<file path="src/rtl/seven_seg_scan_ctrl.sv">
// -----------------------------------------------------------------------------
// seven_seg_scan_ctrl
//
// Time-multiplexed driver for a 4-digit common-anode seven-segment display
// that shares a single binary-to-seven-segment decoder. Each digit is lit
// for DIV cycles, followed by BLANK all-dark cycles so that the previous
// digit's segments do not ghost onto the next one. One full scan of the
// four digits is a "frame" of 4*(DIV+BLANK) cycles.
//
// New values are taken through a valid/ready handshake into a pending
// buffer and are copied into the display register only at a frame
// boundary, so a frame never shows a mix of old and new digits.
//
// Parameters
//   DIV    : cycles each digit is lit (1..255)
//   BLANK  : all-dark cycles after each digit (0..255)
//
// Ports
//   clk        in   1   clock, rising edge
//   rst        in   1   asynchronous reset, active low
//   upd_val    in   1   requester offers a new 4-digit value
//   upd_data   in  16   new value, nibble i is digit i (digit 0 rightmost)
//   upd_rdy    out  1   an update can be accepted this cycle
//   dec_in     out  4   nibble for the shared seven-segment decoder
//   an         out  4   digit enables, active low, at most one low
//   frame_done out  1   one-cycle pulse after each frame boundary
//
// Build option
//   SEVEN_SEG_LEADING_ZERO_BLANK_EN : when defined, leading zero digits
//   (digit 3 down to digit 1) stay dark during their slot. Digit 0 is
//   always lit. Slot timing is unaffected.
// -----------------------------------------------------------------------------
module seven_seg_scan_ctrl #(
  parameter int unsigned DIV   = 4,
  parameter int unsigned BLANK = 1
) (
  input  logic        clk,
  input  logic        rst,
  input  logic        upd_val,
  input  logic [15:0] upd_data,
  output logic        upd_rdy,
  output logic [3:0]  dec_in,
  output logic [3:0]  an,
  output logic        frame_done
);

  typedef enum logic {
    ST_SHOW  = 1'b0,
    ST_BLANK = 1'b1
  } state_t;

  // Terminal counts of the two phases. With BLANK == 0 the blank phase is
  // never entered, so its terminal count is a don't-care.
  localparam logic [7:0] DIV_LAST   = 8'(DIV - 1);
  localparam logic [7:0] BLANK_LAST = (BLANK > 0) ? 8'(BLANK - 1) : 8'd0;
  localparam bit         HAS_BLANK  = (BLANK > 0);

  // Registered state
  state_t      state_q,      state_d;
  logic [1:0]  dig_q,        dig_d;
  logic [7:0]  cnt_q,        cnt_d;
  logic [15:0] disp_q,       disp_d;
  logic [15:0] pbuf_q,       pbuf_d;
  logic        pend_q,       pend_d;
  logic        frame_done_q, frame_done_d;
  logic [3:0]  an_q,         an_d;
  logic [3:0]  dec_in_q,     dec_in_d;

  // Scan bookkeeping
  logic        dig_adv;     // digit index advances on this edge
  logic        frame_end;   // the 3 -> 0 advance: frame boundary

  // Output decode helpers, all computed from next-state values so the
  // outputs can be registered alongside the state they describe.
  logic [3:0]  dig_sel;     // one-hot of dig_d
  logic [3:0]  upper_zero;  // upper_zero[i]: nibbles i..3 of disp_d all zero
  logic        suppress;    // current digit is a leading zero to be hidden

  // ---------------------------------------------------------------------------
  // Next-state logic: phase counter, FSM, digit index, update buffering
  // ---------------------------------------------------------------------------
  always_comb begin
    state_d      = state_q;
    dig_d        = dig_q;
    cnt_d        = cnt_q;
    disp_d       = disp_q;
    pbuf_d       = pbuf_q;
    pend_d       = pend_q;
    dig_adv      = 1'b0;
    frame_end    = 1'b0;
    frame_done_d = 1'b0;

    case (state_q)
      ST_SHOW: begin
        if (cnt_q == DIV_LAST) begin
          cnt_d = 8'd0;
          if (HAS_BLANK) begin
            state_d = ST_BLANK;
          end else begin
            dig_adv = 1'b1;
          end
        end else begin
          cnt_d = cnt_q + 8'd1;
        end
      end
      ST_BLANK: begin
        if (cnt_q == BLANK_LAST) begin
          cnt_d   = 8'd0;
          state_d = ST_SHOW;
          dig_adv = 1'b1;
        end else begin
          cnt_d = cnt_q + 8'd1;
        end
      end
      default: begin
        state_d = ST_SHOW;
        cnt_d   = 8'd0;
      end
    endcase

    if (dig_adv) begin
      dig_d = dig_q + 2'd1;
    end
    frame_end    = dig_adv && (dig_q == 2'd3);
    frame_done_d = frame_end;

    // The pending value is promoted only between frames. Acceptance needs
    // pend_q == 0 and promotion needs pend_q == 1, so the two never collide
    // on the same edge.
    if (frame_end && pend_q) begin
      disp_d = pbuf_q;
      pend_d = 1'b0;
    end
    if (upd_val && !pend_q) begin
      pbuf_d = upd_data;
      pend_d = 1'b1;
    end
  end

  // ---------------------------------------------------------------------------
  // Per-digit decode of the next state
  // ---------------------------------------------------------------------------
  for (genvar gi = 0; gi < 4; gi++) begin : g_digit
    assign dig_sel[gi]    = (dig_d == 2'(gi));
    assign upper_zero[gi] = ~|disp_d[15:4*gi];
  end

`ifdef SEVEN_SEG_LEADING_ZERO_BLANK_EN
  // Digit 0 is always shown so that a value of zero still displays "0".
  assign suppress = (dig_d != 2'd0) && upper_zero[dig_d];
`else
  assign suppress = 1'b0;
`endif

  always_comb begin
    dec_in_d = disp_d[{dig_d, 2'b00} +: 4];
    an_d     = 4'b1111;
    if ((state_d == ST_SHOW) && !suppress) begin
      an_d = ~dig_sel;
    end
  end

  // ---------------------------------------------------------------------------
  // State and output registers
  // ---------------------------------------------------------------------------
  always_ff @(posedge clk or negedge rst) begin
    if (!rst) begin
      state_q      <= ST_SHOW;
      dig_q        <= 2'd0;
      cnt_q        <= 8'd0;
      disp_q       <= 16'h0000;
      pbuf_q       <= 16'h0000;
      pend_q       <= 1'b0;
      frame_done_q <= 1'b0;
      an_q         <= 4'b1110;
      dec_in_q     <= 4'h0;
    end else begin
      state_q      <= state_d;
      dig_q        <= dig_d;
      cnt_q        <= cnt_d;
      disp_q       <= disp_d;
      pbuf_q       <= pbuf_d;
      pend_q       <= pend_d;
      frame_done_q <= frame_done_d;
      an_q         <= an_d;
      dec_in_q     <= dec_in_d;
    end
  end

  assign upd_rdy    = !pend_q;
  assign dec_in     = dec_in_q;
  assign an         = an_q;
  assign frame_done = frame_done_q;

endmodule
</file>
<file path="config.mk">
export PLATFORM = sky130hd
export DESIGN_NAME = seven_seg_scan_ctrl
export DESIGN_NICKNAME = d
export VERILOG_FILES = /design/src/rtl/seven_seg_scan_ctrl.sv
export SDC_FILE = /design/constraint.sdc
export NUM_CORES = 1
export LEC_CHECK = 0
export CELL_PAD_IN_SITES_DETAIL_PLACEMENT = 0
export CELL_PAD_IN_SITES_GLOBAL_PLACEMENT = 1
export CORE_UTILIZATION = 40
export DETAILED_ROUTE_END_ITERATION = 8
export GPL_TIMING_DRIVEN = 0
export PLACE_DENSITY = 0.86
export SYNTH_ARGS = -nofsm -noshare
export SYNTH_HDL_FRONTEND = slang
export SYNTH_SLANG_ARGS = --single-unit
</file>
<file path="constraint.sdc">
create_clock -name clk -period 2.16 [get_ports clk]
set_clock_uncertainty 0.15 [all_clocks]
set_input_delay 0.324 -clock clk [delete_from_list [all_inputs] [get_ports clk]]
set_output_delay 0.324 -clock clk [all_outputs]
set_load 0.01 [all_outputs]
</file>
# [After elaboration in Yosys (flattened, before gate mapping)]
# Index checks and enable logic that the tools add are counted.
[word_totals] wordCells=39 regBits=53 out_inout_bits=10 inputBits=19
[op_classes] n_shift=1 eq_ne=5 addsub=2 muxes=13 n_reduce_logical=7 bitwise=2
[ops] operator="$mux 16" n=1
[ops] operator="$mux 8" n=2
[ops] operator="$pmux 8 s2" n=1
[ops] operator="$shiftx 16x5->4" n=1
[ops] operator="$add 8x1->8 const B" n=1
[ops] operator="$eq 8x2->1 const B" n=1
[ops] operator="$logic_not 8->1" n=1
[ops] operator="$eq 2x2->1 const B" n=3
[ops] operator="$mux 1" n=5
[ops] operator="$mux 4" n=1
[ops] operator="$not 4->4" n=1
[ops] operator="$pmux 1 s2" n=2
[ops] operator="$logic_and 1x1->1" n=3
[ops] operator="$add 2x1->2 const B" n=1
[ops] operator="$eq 2x1->1 const B" n=1
[ops] operator="$logic_not 2->1" n=1
[ops] operator="$mux 2" n=1
[ops] operator="$reduce_bool 2->1" n=1
[ops] operator="$logic_not 1->1" n=1
[ops] operator="$not 1->1" n=1

# [Longest topological paths before layout]
[depth] ltp_word=7 mapped_depth=8 depth_no_buf=7

# [Least setup slack after synthesis]
# Ideal clock, no wire load.
[synth_path] path_kind="flip-flop to flip-flop" startpoint="register cnt_q[2]" endpoint="register dec_in_q[3], in the netlist dec_in[3]" path_slack_ns=-0.032 t_required_ns=1.882 path_stages_with_launch=8 period_less_slack_ns=2.192 setup_time_ns=0.128 arrival_ns=1.913 cell_sequence="dfrtp_1 -> nor4_4 -> and4_1 -> buf_6 -> mux2i_4 -> clkinv_4 -> nor3_1 -> nor4_2"
[synth_via] elab_cells_between_ends=8 cone_classes="shift (1); mux (4); reduce/logical (3)"
[synth_rtl] element="from (decl)" line_no="61" source="logic [7:0] cnt_q, cnt_d;"
[synth_rtl] element="from (signal assigned)" line_no="180" source="cnt_q <= cnt_d;"
[synth_rtl] element="$logic_not 8->1" line_no="107" source="if (cnt_q == BLANK_LAST) begin"
[synth_rtl] element="$mux 1" line_no="107"
[synth_rtl] element="$pmux 1 s2" line_no="93" source="case (state_q)"
[synth_rtl] element="$mux 2" line_no="121" source="if (dig_adv) begin"
[synth_rtl] element="via dig_d[1]" line_no="60" source="logic [1:0] dig_q, dig_d;"
[synth_rtl] element="$shiftx 16x5->4" line_no="156" source="dec_in_d = disp_d[{dig_d, 2'b00} +: 4];"
[synth_rtl] element="via dec_in_d[3]" line_no="67" source="logic [3:0] dec_in_q, dec_in_d;"
[synth_rtl] element="to (signal assigned)" line_no="186" source="dec_in_q <= dec_in_d;"
[synth_rtl] element="to (decl)" line_no="67"
# The timed path passes the listed nets, and every way through them passes these cells.
# A chain may end at the register's enable or synchronous reset.

# [Final worst setup path]
[layout_path] startpoint="register cnt_q[4]" endpoint="register dec_in_q[0], in the netlist dec_in[0]"
[layout_via] elab_chain_len=7 elab_cells_between_ends=8 cone_classes="shift (1); mux (4); reduce/logical (3)"
[layout_lines] element="$logic_not 8->1 (*)" line_no="107"
[layout_lines] element="$mux 1 (*)" line_no="107"
[layout_lines] element="$pmux 1 s2 (*)" line_no="93"
[layout_lines] element="$logic_and 1x1->1" line_no="124" source="frame_end = dig_adv && (dig_q == 2'd3);"
[layout_lines] element="$logic_and 1x1->1" line_no="130" source="if (frame_end && pend_q) begin"
[layout_lines] element="$mux 16" line_no="130"
[layout_lines] element="$shiftx 16x5->4 (*)" line_no="156"
[layout_lines] element="via dec_in_d[0]" line_no="67"
# The timed path passes the listed nets; every way through them passes the cells marked *.

==> results.toml <==
[run_status]
run_status = "complete, but fails checks"
violations = "setup timing"

[power_and_ir_drop]
peakVddDrop_mv = 0.613
powerDensity_nw_per_um2 = 800
leakage_nw = 1.20
total_power_w = 0.00226

[critical_path]
arrival_ns = 2.26
worst_ep_required_time_ns = 2.19
r2r_start = "cnt_q[4]"
path_max_fanout = 5
crit_path_start_kind = "flip-flop"
r2r_cells = 7
crit_type = "flip-flop to flip-flop"
endpoint_kind = "flip-flop"
reg2reg_to = "dec_in[0]"
rrSetupSlack_ns = -0.07

[yosys]
ys_seq_area_share_pct = 60.4
synth_most_common_cell = "dfrtp_1"
ys_ff_latch = 53
synthTopCellsByArea = "dfrtp_1 (57%), mux2_2 (16%), mux2i_1 (4.5%)"
yosys_warnings = 0
synth_edf_count = 0
synthArstFlopShare_pct = 100
syn-cell-area_um2 = 2200
synth_nets = 173
synth_flop_cell = "dfrtp_1"
yosysUniqueCellTypes = 31
ys_top_cells_by_count = "dfrtp_1 (50), mux2_2 (32), mux2i_1 (10)"
synth.avg_cell_area_um2 = 14.6
yosys.area.top_type = "dfrtp_1"
synth_top_area_share_pct = 56.8
syn_inst = 151

[sta]
fin_crit_ns = 2.23
slew_headroom_pct = 61.3
timing.hold.ws_ns = 0.354
finalHoldViolations = 0
layout_setup_ws_ns = -0.0704
grt_setup_unrepaired = "yes"
slew_violations = 0
finalSetupViolations = 4
tightest_slew_ns = 0.581
finalCritPeriodShare_pct = 103
fmax_mhz = 448
setup_tns_ns = -0.233

[clock_network]
tritoncts = "yes"
clkSlewWorstSetupHoldPaths_ns = 0.09
cts_buffer_depth = 2
cts-root-buf = "clkbuf_8"
cts_buffers = 5
cts.sinks = 53
clk_latency_ns = 0.31
cts_max_level = 2

[routing]
drc_errors = 0
drtPass1Iterations = 4
wl_per_cell_um = 14.9
routed_wl_um = 4000
vias = 1277
viasPerCell = 4.76
drtAntennaViolNets = 0
drtIter0Drc = 37

[grt]
grt_pass1_wl_um = 6690
grtUsageTotal_pct = 15.1
grt_antenna_before_repair = 0
grt-ovfl-total = 0
grt_pass1_vias = 1405
grt_max_degree = 30

[floorplan]
io_pins = 29
dieArea_um2 = 5810
initial_core_util_pct = 42.3
coreArea_um2 = 5200
die_w_um = 76.2
die_height_um = 76.2
rows = 26

[cells_and_area]
drive_above_1_share_pct = 37.9
syn2layout_area_growth_pct = 28.4
stdcell_count = 268
fin_nets = 219
fin_util_pct = 54.3
nFillCells = 444
diodes = 0

[hold_path]
hold_depth = 1
hold_end = "cnt_q[0]"
hp-class = "flip-flop to flip-flop"
hp-start = "cnt_q[0]"

[place]
place_congestion = 0.766
dp.cells = 250
io_buffer_count = 28
dp_hpwl_um = 2710

[run]
maxCapViolations = 0
## layout make-up
| cell class | instances | area (um2) | share of cell area [%] |
|---|---|---|---|
| buffer | 4 | 31.3 | 1.11 |
| clock buffer | 6 | 72.6 | 2.57 |
| clock inverter | 2 | 15.0 | 0.531 |
| inverter | 5 | 28.8 | 1.02 |
| multi-input combinational | 89 | 855 | 30.2 |
| sequential | 53 | 1330 | 47.2 |
| tap | 70 | 87.6 | 3.10 |
| timing repair buffer | 39 | 403 | 14.3 |
## routing by layer
| layer | global-route usage [%] | routed length, um | up-vias |
|---|---|---|---|
| li1 | - | - | 611 |
| met1 | 18.2 | 1760 | 639 |
| met2 | 26.5 | 2050 | 24 |
| met3 | 4.79 | 155 | 3 |
| met4 | 2.88 | 23 | 0 |
| met5 | 0 | 0 | - |
## worst max path at each step
stage	startpoint	end	slack, ns	cells past startpoint
final	cnt_q[4]	dec_in[0]	-0.07	7
after global routing	cnt_q[4]	dec_in[0]	-0.15	7
after CTS	cnt_q[2]	dec_in[0]	-0.08	7
after detailed placement	upd_val	pbuf_q[15]	-0.39	5
after global placement	rst	disp_q[2]	-0.79	1
after floorplan	cnt_q[4]	dec_in[0]	0.0009	6
## registers in the layout (all words and copies together), names as in the netlist
| name | count |
|---|---|
| disp_q | 16 |
| pbuf_q | 16 |
| cnt_q | 8 |
| an | 4 |
| dec_in | 4 |
| dig_q | 2 |
| frame_done | 1 |
| pend_q | 1 |
| state_q | 1 |
## power breakdown
group          internal [W]  switching [W]  total, W
Combinational      0.000259       0.000167  0.000427
Clock              0.000229       0.000318  0.000547
Sequential          0.00121      0.0000787   0.00129
Total               0.00170       0.000564   0.00226
## logic make-up after synthesis
group / after synthesis / synth area share (%)
AO/OA/AOI/OAI: 4 / 1.19
XOR/XNOR: 6 / 3.24
adder cells (fa/ha/maj): 3 / 1.70
buffers and inverters: 9 / 2.56
flip-flops: 53 / 60.4
multiplexers: 43 / 21.9
AND/OR/NAND/NOR: 33 / 8.98
## stage by stage
stage	worst slack (ns)	instance area (um2)
final	-0.0704	2830
after global routing	-0.148	2830
after CTS	-0.0810	2790
after detailed placement	-0.390	2590
after global placement	-0.792	2580
after floorplan	0.000935	2210
## worst max-delay path, cell delays in order, from the launching register on
cell     delay [ns]
dfrtp_2        0.43
nor4_4         0.36
and4_1         0.27
buf_6          0.12
mux2i_4        0.28
buf_12         0.16
mux2i_2        0.22
mux2i_1        0.11
## repair_timing
action,in CTS,in global routing
pin swaps,3,3
hold buffers,1,0
hold endpoints to repair,21,0
setup endpoints to repair,18,7
gates resized for setup,7,6
setup buffers,5,3
cloned,1,0
## cells in the final DEF, fill, tap and decap left out, types with 2 or more instances in the layout
cell and count:
or2_2 2, dfrtp_1 47, inv_1 3, xnor2_1 4
nand3_1 4, mux2i_1 9, clkbuf_8 5, clkbuf_1 2
buf_6 2, mux2_2 32, nor2b_1 2, buf_4 7
dfrtp_2 3, nand2_1 7, nor3_2 2, buf_12 2
clkinvlp_4 2, nor2_1 5, clkdlybuf4s50_1 27, dfstp_2 3
and3_1 2, ha_1 3
Note: power is estimated with default switching activity, not from simulation.
